--- src/rtl/pc_seq_pkg.sv ---
// pc_seq_pkg
// Shared definitions for the program-counter sequencer:
//   - PC_select encodings SEL_INC .. SEL_HOLD
//   - pc_mode_e, the decoded next-PC mode
//   - decode_sel(), which folds both HOLD encodings (6 and 7) into MODE_HOLD
package pc_seq_pkg;

  localparam logic [2:0] SEL_INC    = 3'd0;
  localparam logic [2:0] SEL_BRANCH = 3'd1;
  localparam logic [2:0] SEL_JUMP   = 3'd2;
  localparam logic [2:0] SEL_CALL   = 3'd3;
  localparam logic [2:0] SEL_RETURN = 3'd4;
  localparam logic [2:0] SEL_REGJMP = 3'd5;
  localparam logic [2:0] SEL_HOLD   = 3'd6;

  typedef enum logic [2:0] {
    MODE_INC    = 3'd0,
    MODE_BRANCH = 3'd1,
    MODE_JUMP   = 3'd2,
    MODE_CALL   = 3'd3,
    MODE_RETURN = 3'd4,
    MODE_REGJMP = 3'd5,
    MODE_HOLD   = 3'd6
  } pc_mode_e;

  function automatic pc_mode_e decode_sel(input logic [2:0] sel);
    pc_mode_e mode;
    case (sel)
      SEL_INC:    mode = MODE_INC;
      SEL_BRANCH: mode = MODE_BRANCH;
      SEL_JUMP:   mode = MODE_JUMP;
      SEL_CALL:   mode = MODE_CALL;
      SEL_RETURN: mode = MODE_RETURN;
      SEL_REGJMP: mode = MODE_REGJMP;
      default:    mode = MODE_HOLD;
    endcase
    return mode;
  endfunction

endpackage

--- src/rtl/ras_stack.sv ---
// ras_stack
// Circular return-address stack. When full, a push overwrites the oldest
// entry, so later pops return the newest RAS_DEPTH pushes.
// Ports:
//   clk, rst    rising-edge clock, asynchronous active-high reset
//   push        write push_data on top of the stack
//   pop         discard the top entry (ignored when empty)
//   push_data   address to push
//   data        current top-of-stack entry
//   count       number of valid entries, 0..RAS_DEPTH
//   full        count == RAS_DEPTH
//   empty       count == 0
module ras_stack
  import pc_seq_pkg::*;
#(
  parameter int ADDR_W    = 32,
  parameter int RAS_DEPTH = 8
) (
  input  logic                           clk,
  input  logic                           rst,
  input  logic                           push,
  input  logic                           pop,
  input  logic [ADDR_W-1:0]              push_data,
  output logic [ADDR_W-1:0]              data,
  output logic [$clog2(RAS_DEPTH):0]     count,
  output logic                           full,
  output logic                           empty
);

  localparam int PW = $clog2(RAS_DEPTH);
  localparam int CW = PW + 1;

  logic [ADDR_W-1:0] mem_q [RAS_DEPTH];
  logic [PW-1:0]     ptr_q, ptr_d;
  logic [CW-1:0]     count_q, count_d;

  assign full  = (count_q == CW'(RAS_DEPTH));
  assign empty = (count_q == '0);
  assign count = count_q;

  // ptr_q always names the next slot to write; the top entry sits just
  // below it. Wrapping the pointer is what makes overflow drop the oldest.
  assign data = mem_q[ptr_q - PW'(1)];

  always_comb begin
    ptr_d   = ptr_q;
    count_d = count_q;
    if (push) begin
      ptr_d = ptr_q + PW'(1);
      if (!full) count_d = count_q + CW'(1);
    end else if (pop && !empty) begin
      ptr_d   = ptr_q - PW'(1);
      count_d = count_q - CW'(1);
    end
  end

  always_ff @(posedge clk or posedge rst) begin
    if (rst) begin
      ptr_q   <= '0;
      count_q <= '0;
    end else begin
      ptr_q   <= ptr_d;
      count_q <= count_d;
    end
  end

  // Entry storage needs no reset; validity is tracked by count_q alone.
  always_ff @(posedge clk) begin
    if (push) mem_q[ptr_q] <= push_data;
  end

endmodule

--- src/rtl/pc_sequencer.sv ---
// pc_sequencer
// Registered program-counter sequencer with a return-address stack.
// Ports:
//   Clock, Reset      rising-edge clock, asynchronous active-high reset
//   PC_enable         advance the PC this cycle
//   PC_select         next-PC mode (INC/BRANCH/JUMP/CALL/RETURN/REGJMP/HOLD)
//   BranchOff         signed relative offset for BRANCH
//   JumpTarget        absolute target for JUMP and CALL
//   RA                register-supplied target for REGJMP
//   DebugLoad/Addr    debug PC load; takes priority over PC_enable
//   ClearFlags        clears the sticky RAS flags
//   PC, PC_temp       current PC and the PC before the last update
//   RasCount          valid RAS entries
//   RasOverflow/Underflow  sticky RAS error flags
module pc_sequencer
  import pc_seq_pkg::*;
#(
  parameter int                ADDR_W     = 32,
  parameter int                RAS_DEPTH  = 8,
  parameter logic [ADDR_W-1:0] RESET_ADDR = ADDR_W'(1)
) (
  input  logic                       Clock,
  input  logic                       Reset,
  input  logic                       PC_enable,
  input  logic [2:0]                 PC_select,
  input  logic [ADDR_W-1:0]          BranchOff,
  input  logic [ADDR_W-1:0]          JumpTarget,
  input  logic [ADDR_W-1:0]          RA,
  input  logic                       DebugLoad,
  input  logic [ADDR_W-1:0]          DebugAddr,
  input  logic                       ClearFlags,
  output logic [ADDR_W-1:0]          PC,
  output logic [ADDR_W-1:0]          PC_temp,
  output logic [$clog2(RAS_DEPTH):0] RasCount,
  output logic                       RasOverflow,
  output logic                       RasUnderflow
);

  logic [ADDR_W-1:0] pc_q, pc_d;
  logic [ADDR_W-1:0] pc_temp_q, pc_temp_d;
  logic              ovf_q, ovf_d;
  logic              unf_q, unf_d;

  logic              ras_push, ras_pop, ras_full, ras_empty;
  logic [ADDR_W-1:0] ras_top;
  logic [ADDR_W-1:0] pc_inc;

  ras_stack #(
    .ADDR_W    (ADDR_W),
    .RAS_DEPTH (RAS_DEPTH)
  ) u_ras (
    .clk       (Clock),
    .rst       (Reset),
    .push      (ras_push),
    .pop       (ras_pop),
    .push_data (pc_inc),
    .data      (ras_top),
    .count     (RasCount),
    .full      (ras_full),
    .empty     (ras_empty)
  );

  assign pc_inc = pc_q + ADDR_W'(1);

  // Flags are cleared first so that a setting event in the same cycle
  // still leaves the flag at 1.
  always_comb begin
    pc_d      = pc_q;
    pc_temp_d = pc_temp_q;
    ras_push  = 1'b0;
    ras_pop   = 1'b0;
    ovf_d     = ClearFlags ? 1'b0 : ovf_q;
    unf_d     = ClearFlags ? 1'b0 : unf_q;

    if (DebugLoad) begin
      pc_d      = DebugAddr;
      pc_temp_d = pc_q;
    end else if (PC_enable) begin
      pc_temp_d = pc_q;
      case (decode_sel(PC_select))
        MODE_INC:    pc_d = pc_inc;
        MODE_BRANCH: pc_d = pc_q + BranchOff;
        MODE_JUMP:   pc_d = JumpTarget;
        MODE_CALL: begin
          pc_d     = JumpTarget;
          ras_push = 1'b1;
          if (ras_full) ovf_d = 1'b1;
        end
        MODE_RETURN: begin
          if (ras_empty) begin
            pc_d  = pc_inc;
            unf_d = 1'b1;
          end else begin
            pc_d    = ras_top;
            ras_pop = 1'b1;
          end
        end
        MODE_REGJMP: pc_d = RA;
        default:     pc_d = pc_q;
      endcase
    end
  end

  always_ff @(posedge Clock or posedge Reset) begin
    if (Reset) begin
      pc_q      <= RESET_ADDR;
      pc_temp_q <= '0;
      ovf_q     <= 1'b0;
      unf_q     <= 1'b0;
    end else begin
      pc_q      <= pc_d;
      pc_temp_q <= pc_temp_d;
      ovf_q     <= ovf_d;
      unf_q     <= unf_d;
    end
  end

  assign PC           = pc_q;
  assign PC_temp      = pc_temp_q;
  assign RasOverflow  = ovf_q;
  assign RasUnderflow = unf_q;

endmodule

--- config.mk ---
export PLATFORM = sky130hd
export DESIGN_NAME = pc_sequencer
export DESIGN_NICKNAME = d
export VERILOG_FILES = /design/src/rtl/pc_seq_pkg.sv /design/src/rtl/ras_stack.sv /design/src/rtl/pc_sequencer.sv
export SDC_FILE = /design/constraint.sdc
export NUM_CORES = 1
export LEC_CHECK = 0
export ABC_AREA = 1
export CORE_ASPECT_RATIO = 0.9
export CORE_MARGIN = 4
export CORE_UTILIZATION = 40
export CTS_CLUSTER_DIAMETER = 30
export DETAILED_ROUTE_END_ITERATION = 7
export PLACE_DENSITY = 0.63
export RECOVER_POWER = 100
export SETUP_SLACK_MARGIN = 0.1
export SYNTH_ARGS = -nofsm -noshare
export SYNTH_HDL_FRONTEND = slang
export SYNTH_SLANG_ARGS = --single-unit
--- constraint.sdc ---
create_clock -name Clock -period 5.1 [get_ports Clock]
set_input_delay 1.02 -clock Clock [delete_from_list [all_inputs] [get_ports Clock]]
set_output_delay 1.02 -clock Clock [all_outputs]
set_load 0.05 [all_outputs]
==> flow_summary.ini, run 1 <==
[timing]
hold_violations = 0
finalSetupViolations = 0
fin_ws_ns = 0.445
clock_skew_ns = 0.0227
worst_pin_slew_ns = 2.57
tns_ns = 0
finalCritPeriodShare = 0.913
hold_slack_ns = 0.471
fmax_ghz = 0.215
relSlewSlack = -0.724
slew_viol_final = 185
rsz0062_at_grt = no
period_needed_ns = 4.66

[logic_synthesis]
syn_avg_cell_area_um2 = 8.60
synth_cell_type_count = 49
synth.area.top_cells = edfxtp_1 (43%), nand2_1 (13%), dfrtp_1 (10%)
async_reset_ff_frac = 0.222
ys_warn_count = 0
syn-cell-area_um2 = 17700
synth_edf_count = 256
yosys_register_bits = 329
synth-seq-area-share = 0.538
yosysTopAreaCell = edfxtp_1
synthFlopType = edfxtp_1
synth_top_area_frac = 0.435
syn_inst = 2055
syn_nets = 2229

[worst_setup_path]
cp_slowest_cell = clkbuf_1
crit_path_max_incr_delay_ns = 1.54
cp_top_family = buffers and inverters
path_buf_inv = 4
crit_fanout = 32
reg2reg_from = u_ras.ptr_q[0]
critPathArrivalTime_ns = 4.82
r2r_end = PC[14]
rr_worst_depth = 12
rrSetupSlack_ns = 0.76
crit_chain = dlygate4sd3_1 -> inv_1 -> nor3_1 -> nand2_1 -> inv_1 -> nand2_1 -> nor2_4 -> clkbuf_1
critical_path_class = in -> reg
endpoint_kind = register
cp_data_required_time_ns = 5.26
startpoint_type = primary input

[finish]
finish.utilization = 0.531
diodes = 0
syn2layout_area_growth_pct = 30.1
drive_gt1_frac = 0.0859
fin_nets = 2463

[grt]
antenna_found_initial = 0
grt_first_pass_wirelength_um = 94800
grt_start_max_net_pins = 100
grt_use_total = 0.260
grt_overflow = 0
grt_pass1_vias = 15500

[placed_design]
place.gp.congestion = 0.974
port_buffers = 205
hpwlAfterDp_um = 44700
place_ws_ns = 0.657

[clock_tree]
clk_latency_ns = 0.60
clock_sink_count = 329
cts_tree = done
cts_root_buffer = clkbuf_16
cts_buffers = 78
postCtsResizedCells = 0
htreeDepth = 3
cts_buffer_depth = 3
clk_pin_slew_ns = 0.04
cts_setup_buffers = 0
ctsHoldBuffers = 0

[job]
maxCapViolations = 5

[outcome]
violations = max-capacitance violations, max-slew violations
outcome = finished with violations

[detailed_routing]
dr_total_vias = 15800
routedWlPerCell_um = 21.5
first_pass_iters = 6
drt_wl_total_um = 63300
drc = 0
ant_nets = 0
drt_iter0_markers = 1843
vias_per_cell = 5.38

[pwr]
ir_worst_vdd_v = 0.000486
power.density_nw_per_um2 = 563
p_total_w = 0.0130
p_leak_nw = 9.50

[floorplan]
rows = 72
initial_core_util = 0.408
io_pins = 206
die-area_um2 = 47600
die_w_um = 230
chipHeight_um = 207
coreArea_um2 = 43300

[worst_hold_path]
min_from = PC_temp[28]
min_path_type = reg -> reg
hold_path_end = PC_temp[28]
min_path_cells = 2
## how the worst max path moves through the flow
stage          slack, ns  cells past startpoint                  to           start
5_1_grt             0.34                     12              PC[14]  u_ras.ptr_q[0]
2_1_floorplan       0.56                      8   u_ras.mem_q[6][0]       DebugLoad
6_report            0.44                      8  u_ras.mem_q[3][10]    PC_select[1]
3_5_place_dp        0.66                      8   u_ras.mem_q[4][8]    PC_select[1]
3_3_place_gp        0.75                      8  u_ras.mem_q[4][13]    PC_select[1]
4_1_cts             1.03                     12              PC[14]  u_ras.ptr_q[0]
## metal layers
metal | routed length (um) | GRT usage
met5 | 0 | 0
met1 | 27900 | 0.369
met3 | 5910 | 0.0709
met2 | 27800 | 0.394
met4 | 1640 | 0.0707
## cells in the mapped netlist (3+ instances only)
master	number
o21ai_0	73
nor2_1	218
nand4_1	17
o21bai_1	6
nor2_2	4
nand2_1	620
buf_4	5
nand3b_1	8
buf_2	26
edfxtp_1	256
a22oi_1	6
nand3_1	232
a21oi_1	101
dfrtp_1	72
nand2_2	5
xor2_1	24
clkbuf_1	43
o211ai_1	23
a22o_1	20
a221oi_1	3
buf_1	8
ha_1	36
nor3_1	14
inv_2	8
inv_1	164
mux2_2	8
and2_1	4
mux2i_1	6
or2_2	17
## registers in the layout, indices dropped and copies added, names as in the netlist
signal	count
u_ras.count	4
u_ras.mem_q	256
u_ras.ptr_q	3
PC_temp	32
RasOverflow	1
RasUnderflow	1
PC	32
## cells by family (layout without fill, tap and decap cells)
kind of cell               count (synthesis)  in the layout  synth area share
and+or+nand+nor                         1146           1146             0.273
xor gates and xnor gates                  26             26            0.0129
buffers and inverters                    257            554            0.0576
muxes                                     15             15           0.00913
adders and majority gates                 38             38            0.0277
AOI/OAI and AO/OA                        244            244            0.0810
DFF                                      329            329             0.538
## report_power, final
part,internal (W),switching [W]
logic,0.00132,0.00318
clock network,0.00343,0.00160
registers,0.00316,0.000263
## cell type report
| type | count | area, um2 |
|---|---|---|
| multi-input cells | 1469 | 7160 |
| repair buffers | 236 | 2240 |
| clock inverters | 58 | 643 |
| clock buffers | 85 | 2030 |
| well taps | 592 | 741 |
| fillers | 4001 | 20300 |
| inverters | 175 | 662 |
| flip-flops and latches | 329 | 9520 |
## cell usage in the layout (no fill, tap or decap), types with 3 or more instances in the layout
master,n
nand3b_1,8
a21oi_1,101
clkinvlp_4,13
o21bai_1,6
dlygate4sd3_1,74
clkbuf_1,14
dfrtp_1,71
or2_2,17
mux2i_1,6
nor2_1,218
inv_1,164
clkinv_1,9
nor3_1,14
nand4_1,17
clkbuf_16,80
a22oi_1,6
clkinv_2,17
clkdlybuf4s50_1,131
nand2_1,623
clkinv_4,4
a221oi_1,3
clkbuf_2,4
mux2_2,8
and2_1,4
a22o_1,20
buf_4,17
bufinv_16,11
xor2_1,23
nand3_1,232
o21ai_0,75
ha_1,36
o211ai_1,23
inv_6,7
edfxtp_1,256
inv_2,5
nor2_4,5
## tightest hold or removal path, stage by stage, from the launching register on
cell and delay [ns]:
dfrtp_1 0.33, nand2_1 0.05, o21ai_0 0.06
## stage by stage
step | std cells | instance area [um2]
floorplan | 2055 | 17700
global placement | 2801 | 20400
detailed placement | 2801 | 20400
CTS | 2944 | 23100
global route | 2944 | 23000
finish | 2944 | 23000
(Power assumes the default switching activity.)
==> inputs of run 2 (changes only) <==
--- a/config.mk
+++ b/config.mk
@@ -6,12 +6,14 @@
 export NUM_CORES = 1
 export LEC_CHECK = 0
 export ABC_AREA = 1
-export CORE_ASPECT_RATIO = 0.9
+export CELL_PAD_IN_SITES_DETAIL_PLACEMENT = 1
+export CELL_PAD_IN_SITES_GLOBAL_PLACEMENT = 1
+export CORE_ASPECT_RATIO = 0.75
 export CORE_MARGIN = 4
 export CORE_UTILIZATION = 40
 export CTS_CLUSTER_DIAMETER = 30
 export DETAILED_ROUTE_END_ITERATION = 7
-export PLACE_DENSITY = 0.63
+export PLACE_DENSITY = 0.79
 export RECOVER_POWER = 100
 export SETUP_SLACK_MARGIN = 0.1
 export SYNTH_ARGS = -nofsm -noshare
==> run 2 against run 1 <==
  * The flow still finishes with violations (max-capacitance violations, max-slew violations)
  * Sequential power shrank 1%
  * First-iteration DRC count shrank 9.2%
  * Power down 5.0%
  * Non-clock buffer count up 5
  * Routed wire length grew 9.7%
  * Clock skew shrank 0.00091 ns
  * Final cell count down 1.1%
  * Combinational power grew 4.9%
  * Utilization decreased by 1.4 points
==> flow_summary.ini, run 2 (synthesis gave the netlist of run 1 again) <==
[outcome]
outcome = finished with violations
violations = max-capacitance violations, max-slew violations

[timing]
relSlewSlack = -0.581
hold_violations = 0
worst_pin_slew_ns = 2.37
finalCritPeriodShare = 0.863
rsz0062_at_grt = no
fmax_ghz = 0.227
finalSetupViolations = 0
clock_skew_ns = 0.0218
tns_ns = 0
slew_viol_final = 117
period_needed_ns = 4.40

[detailed_routing]
ant_nets = 0
dr_total_vias = 16300
drc = 0
first_pass_iters = 6
drt_iter0_markers = 1673
vias_per_cell = 5.61
routedWlPerCell_um = 23.8
drt_wl_total_um = 69400

[worst_setup_path]
rrSetupSlack_ns = 1.41
crit_path_max_incr_delay_ns = 0.98
critPathArrivalTime_ns = 4.58
rr_worst_depth = 6
r2r_end = u_ras.mem_q[4][27]
startpoint_type = primary input
crit_chain = dlygate4sd3_1 -> inv_1 -> nor3_1 -> nand2_1 -> inv_1 -> nand2_1 -> nor3_1 -> clkbuf_1
endpoint_kind = register
cp_slowest_cell = clkbuf_1
cp_data_required_time_ns = 5.28
crit_fanout = 18
reg2reg_from = u_ras.ptr_q[0]
critical_path_class = in -> reg

[pwr]
p_comb_frac = 0.383
ir_worst_vdd_v = 0.000379
p_sw_frac = 0.413
power_switching_w = 0.00508
intPower_w = 0.00722
p_leak_nw = 9.30
clkPwrFrac = 0.342
seqPwrFrac = 0.275
power.density_nw_per_um2 = 547

[finish]
syn2layout_area_growth_pct = 27.3
regMostFlops = u_ras.mem_q
drive_gt1_frac = 0.0767
fin_nets = 2456
mostFrequentLayoutCells = nand2_1 (622), edfxtp_1 (256), nand3_1 (232)
largest_reg_flops = 256
finish.utilization = 0.517
diodes = 0
layout_commonest_cell = nand2_1

[clock_tree]
clock_sink_count = 329
cts_setup_buffers = 0
clk_pin_slew_ns = 0.05
clk_latency_ns = 0.58
postCtsResizedCells = 0
cts_tree = done
cts_buffer_depth = 3
ctsHoldBuffers = 0
cts_buffers = 66
htreeDepth = 3
cts_root_buffer = clkbuf_16

[grt]
grt_use_total = 0.286
grt_first_pass_wirelength_um = 104000
grt_overflow = 0
grt_pass1_vias = 16800
grt.busiest_layer = met2
use_met1 = 0.396
met2_usage = 0.437
grt_start_max_net_pins = 80
antenna_found_initial = 0
use_met3 = 0.0841

[placed_design]
hpwlAfterDp_um = 49300
place.gp.congestion = 1.04
port_buffers = 205

[floorplan]
io_pins = 206
die-area_um2 = 47700
die_w_um = 251
coreArea_um2 = 43500
initial_core_util = 0.406
rows = 66
chipHeight_um = 190

[worst_hold_path]
min_path_type = reg -> reg
min_path_cells = 2
min_from = PC_temp[29]
hold_path_end = PC_temp[29]

[job]
maxCapViolations = 3
==> run 2: metal layers <==
layer  wire length, um  share of wire
met1             29700           0.43
met5                 0              0
met3              6820          0.098
met2             30700           0.44
met4              2240          0.032
==> run 2: how the worst max path moves through the flow <==
| stage | cells after the start | endpoint | from |
|---|---|---|---|
| 6_report | 8 | u_ras.mem_q[7][3] | PC_select[1] |
| 3_3_place_gp | 8 | u_ras.mem_q[0][7] | PC_select[1] |
| 5_1_grt | 8 | u_ras.mem_q[7][14] | PC_select[1] |
| 4_1_cts | 8 | u_ras.mem_q[0][23] | PC_select[1] |
| 3_5_place_dp | 8 | u_ras.mem_q[0][8] | PC_select[1] |
| 2_1_floorplan | 8 | u_ras.mem_q[6][0] | DebugLoad |
==> run 2: cell type report <==
type	instances	area, um2
fill	5038	21000
sequential	329	9520
multi-input combinational	1469	7140
timing repair buffer	241	2290
clock buffer	73	1700
tap	578	723
inverter	175	662
clock inverter	47	462
==> run 2: critical path, delay by kind of cell <==
family                 cells  cell delay [ns]
buffers and inverters      4             2.10
AND/OR/NAND/NOR            4             1.46
==> run 2: power by group through the flow <==
stage | Combinational [W] | Sequential, W | Clock, W
2_1_floorplan | 0.00263 | 0.00374 | 0
3_3_place_gp | 0.00453 | 0.00342 | 0
3_5_place_dp | 0.00468 | 0.00343 | 0
4_1_cts | 0.00475 | 0.00338 | 0.00425
5_1_grt | 0.00514 | 0.00340 | 0.00439
6_report | 0.00472 | 0.00338 | 0.00421
==> run 2: through the flow <==
step	total power, W	cell area, um2	hold WS [ns]	instances	worst slack, ns
floorplan	0.00637	17700	0.553	2055	0.561
global placement	0.00795	20400	0.468	2792	0.951
detailed placement	0.00811	20400	0.475	2792	0.725
CTS	0.0124	22600	0.485	2912	1.30
global route	0.0129	22500	0.504	2912	0.595
finish	0.0123	22500	0.473	2912	0.699
==> inputs of run 3 (changes only) <==
--- a/config.mk
+++ b/config.mk
@@ -15,6 +15,7 @@
 export DETAILED_ROUTE_END_ITERATION = 7
 export PLACE_DENSITY = 0.79
 export RECOVER_POWER = 100
+export REMOVE_ABC_BUFFERS = 1
 export SETUP_SLACK_MARGIN = 0.1
 export SYNTH_ARGS = -nofsm -noshare
 export SYNTH_HDL_FRONTEND = slang
==> run 3 against run 2 <==
  * The flow still finishes with violations (max-capacitance violations, max-slew violations)
  * Via count increased by 0.33%
  * Highest routed layer unchanged
  * Clock-buffer cell count increased by 6
  * Clock skew down 0.0015 ns
  * Utilization grew 0.41 points
  * Die area unchanged
  * Register-to-register slack worse by 0.60 ns
  * Worst setup slack got worse by 0.060 ns
  * Fmax down 1.3%
  * Clock power rose by 12%
  * Final cell count hardly changed
==> flow_summary.ini, run 3 (synthesis gave the netlist of run 1 again) <==
[detailed_routing]
first_pass_iters = 5
drt_wl_total_um = 71000
drt_iter0_markers = 1560
routedWlPerCell_um = 24.4
dr_total_vias = 16400
ant_nets = 0
drc = 0
vias_per_cell = 5.63

[clock_tree]
cts_root_buffer = clkbuf_16
clk_latency_ns = 0.59
postCtsResizedCells = 0
cts_tree = done
ctsHoldBuffers = 0
cts_setup_buffers = 0
clock_sink_count = 329
htreeDepth = 3
cts_buffers = 70
cts_buffer_depth = 3
clk_pin_slew_ns = 0.04

[pwr]
intPower_w = 0.00760
ir_worst_vdd_v = 0.000490
clkPwrFrac = 0.371
p_leak_nw = 9.35
power_switching_w = 0.00512
p_sw_frac = 0.403
p_comb_frac = 0.359
seqPwrFrac = 0.270
power.density_nw_per_um2 = 561

[timing]
relSlewSlack = -0.901
worst_pin_slew_ns = 2.85
slew_viol_final = 117
finalCritPeriodShare = 0.875
clock_skew_ns = 0.0203
finalSetupViolations = 0
rsz0062_at_grt = no
fmax_ghz = 0.224
period_needed_ns = 4.46
hold_violations = 0
hold_slack_ns = 0.471

[worst_setup_path]
critical_path_class = in -> reg
endpoint_kind = register
cp_data_required_time_ns = 5.63
crit_fanout = 18
startpoint_type = primary input
critPathArrivalTime_ns = 4.99

[placed_design]
hpwlAfterDp_um = 48100
place.gp.congestion = 0.973
port_buffers = 205
placed_area_um2 = 20400

[job]
maxCapViolations = 3

[grt]
antenna_found_initial = 0
grt_start_max_net_pins = 92
grt_first_pass_wirelength_um = 106000
grt_pass1_vias = 17200
grt_overflow = 0
grt_use_total = 0.294

[finish]
stdcell_area_um2 = 22700
syn2layout_area_growth_pct = 28.3
layout_commonest_cell = nand2_1
regMostFlops = u_ras.mem_q
fin_nets = 2451
drive_gt1_frac = 0.0742
largest_reg_flops = 256
mostFrequentLayoutCells = nand2_1 (623), edfxtp_1 (256), nand3_1 (232)

[floorplan]
initial_core_util = 0.406
chipHeight_um = 190
die-area_um2 = 47700
io_pins = 206
coreArea_um2 = 43500
die_w_um = 251
rows = 66

[worst_hold_path]
min_path_type = reg -> reg

[outcome]
outcome = finished with violations
violations = max-capacitance violations, max-slew violations
-- run 3: changes by cell type in the layout (fill, tap and decap cells not counted), moves of 4 or more --
cell / before / now
clkinv_4: 5 / 1
buf_4: 23 / 13
bufinv_16: 6 / 12
clkbuf_16: 66 / 70
clkinv_2: 13 / 6
-- run 3: final timing paths --
path	startpoint	to	slack, ns	cells after the start
max in group asynchronous	Reset	PC_temp[29]	1.77	3
max reg2reg	u_ras.ptr_q[0]	PC[0]	0.81	12
min	PC_temp[21]	PC_temp[21]	0.47	2
max	PC_select[2]	PC[25]	0.64	13
min reg2reg	PC_temp[21]	PC_temp[21]	0.47	2
min in group asynchronous	Reset	PC_temp[7]	1.44	2
-- run 3: layout make-up --
| cell class | instances | area, um2 |
|---|---|---|
| Antenna cell | 1 | 2.50 |
| Timing Repair Buffer | 232 | 2210 |
| Clock inverter | 47 | 633 |
| Tap cell | 578 | 723 |
| Inverter | 175 | 661 |
| Sequential cell | 329 | 9520 |
| Fill cell | 5027 | 20800 |
| Multi-Input combinational cell | 1469 | 7140 |
| Clock buffer | 79 | 1790 |
-- run 3: through the flow --
step	std cells	total power, W	setup TNS (ns)	setup WS (ns)	util
floorplan	1973	0.00627	-143.78	-2.31	-
global placement	2783	0.00782	0	0.971	0.468
detailed placement	2783	0.00798	0	0.916	0.468
CTS	2909	0.0128	0	1.18	0.524
global route	2909	0.0133	0	0.467	0.521
finish	2910	0.0127	0	0.639	0.521
-- run 3: worst max-delay path, cell delays in order --
cell	delay, ns
dlygate4sd3_1	0.73
inv_2	0.04
nor2_1	0.13
inv_1	0.11
nor2_1	1.36
nand2_2	0.34
nand2_1	0.51
inv_2	0.26
nand2_1	0.15
a21oi_1	0.09
nand3_1	0.11
nand2_1	0.06
nand2_1	0.05
-- run 3: power groups by stage --
stage	sequential (W)	combinational [W]	clock, W
after floorplan	0.00384	0.00243	0
after global placement	0.00348	0.00434	0
after detailed placement	0.00348	0.00450	0
after CTS	0.00344	0.00459	0.00476
after global routing	0.00346	0.00497	0.00492
final	0.00344	0.00457	0.00472
-- run 3: routing by layer --
layer	wire (um)	share of wire	vias to the layer above	GRT usage
li1	-	-	7370	-
met1	30500	0.43	8118	0.404
met2	31200	0.44	755	0.447
met3	7060	0.099	143	0.0917
met4	2220	0.031	0	0.0932
met5	0	0	-	0
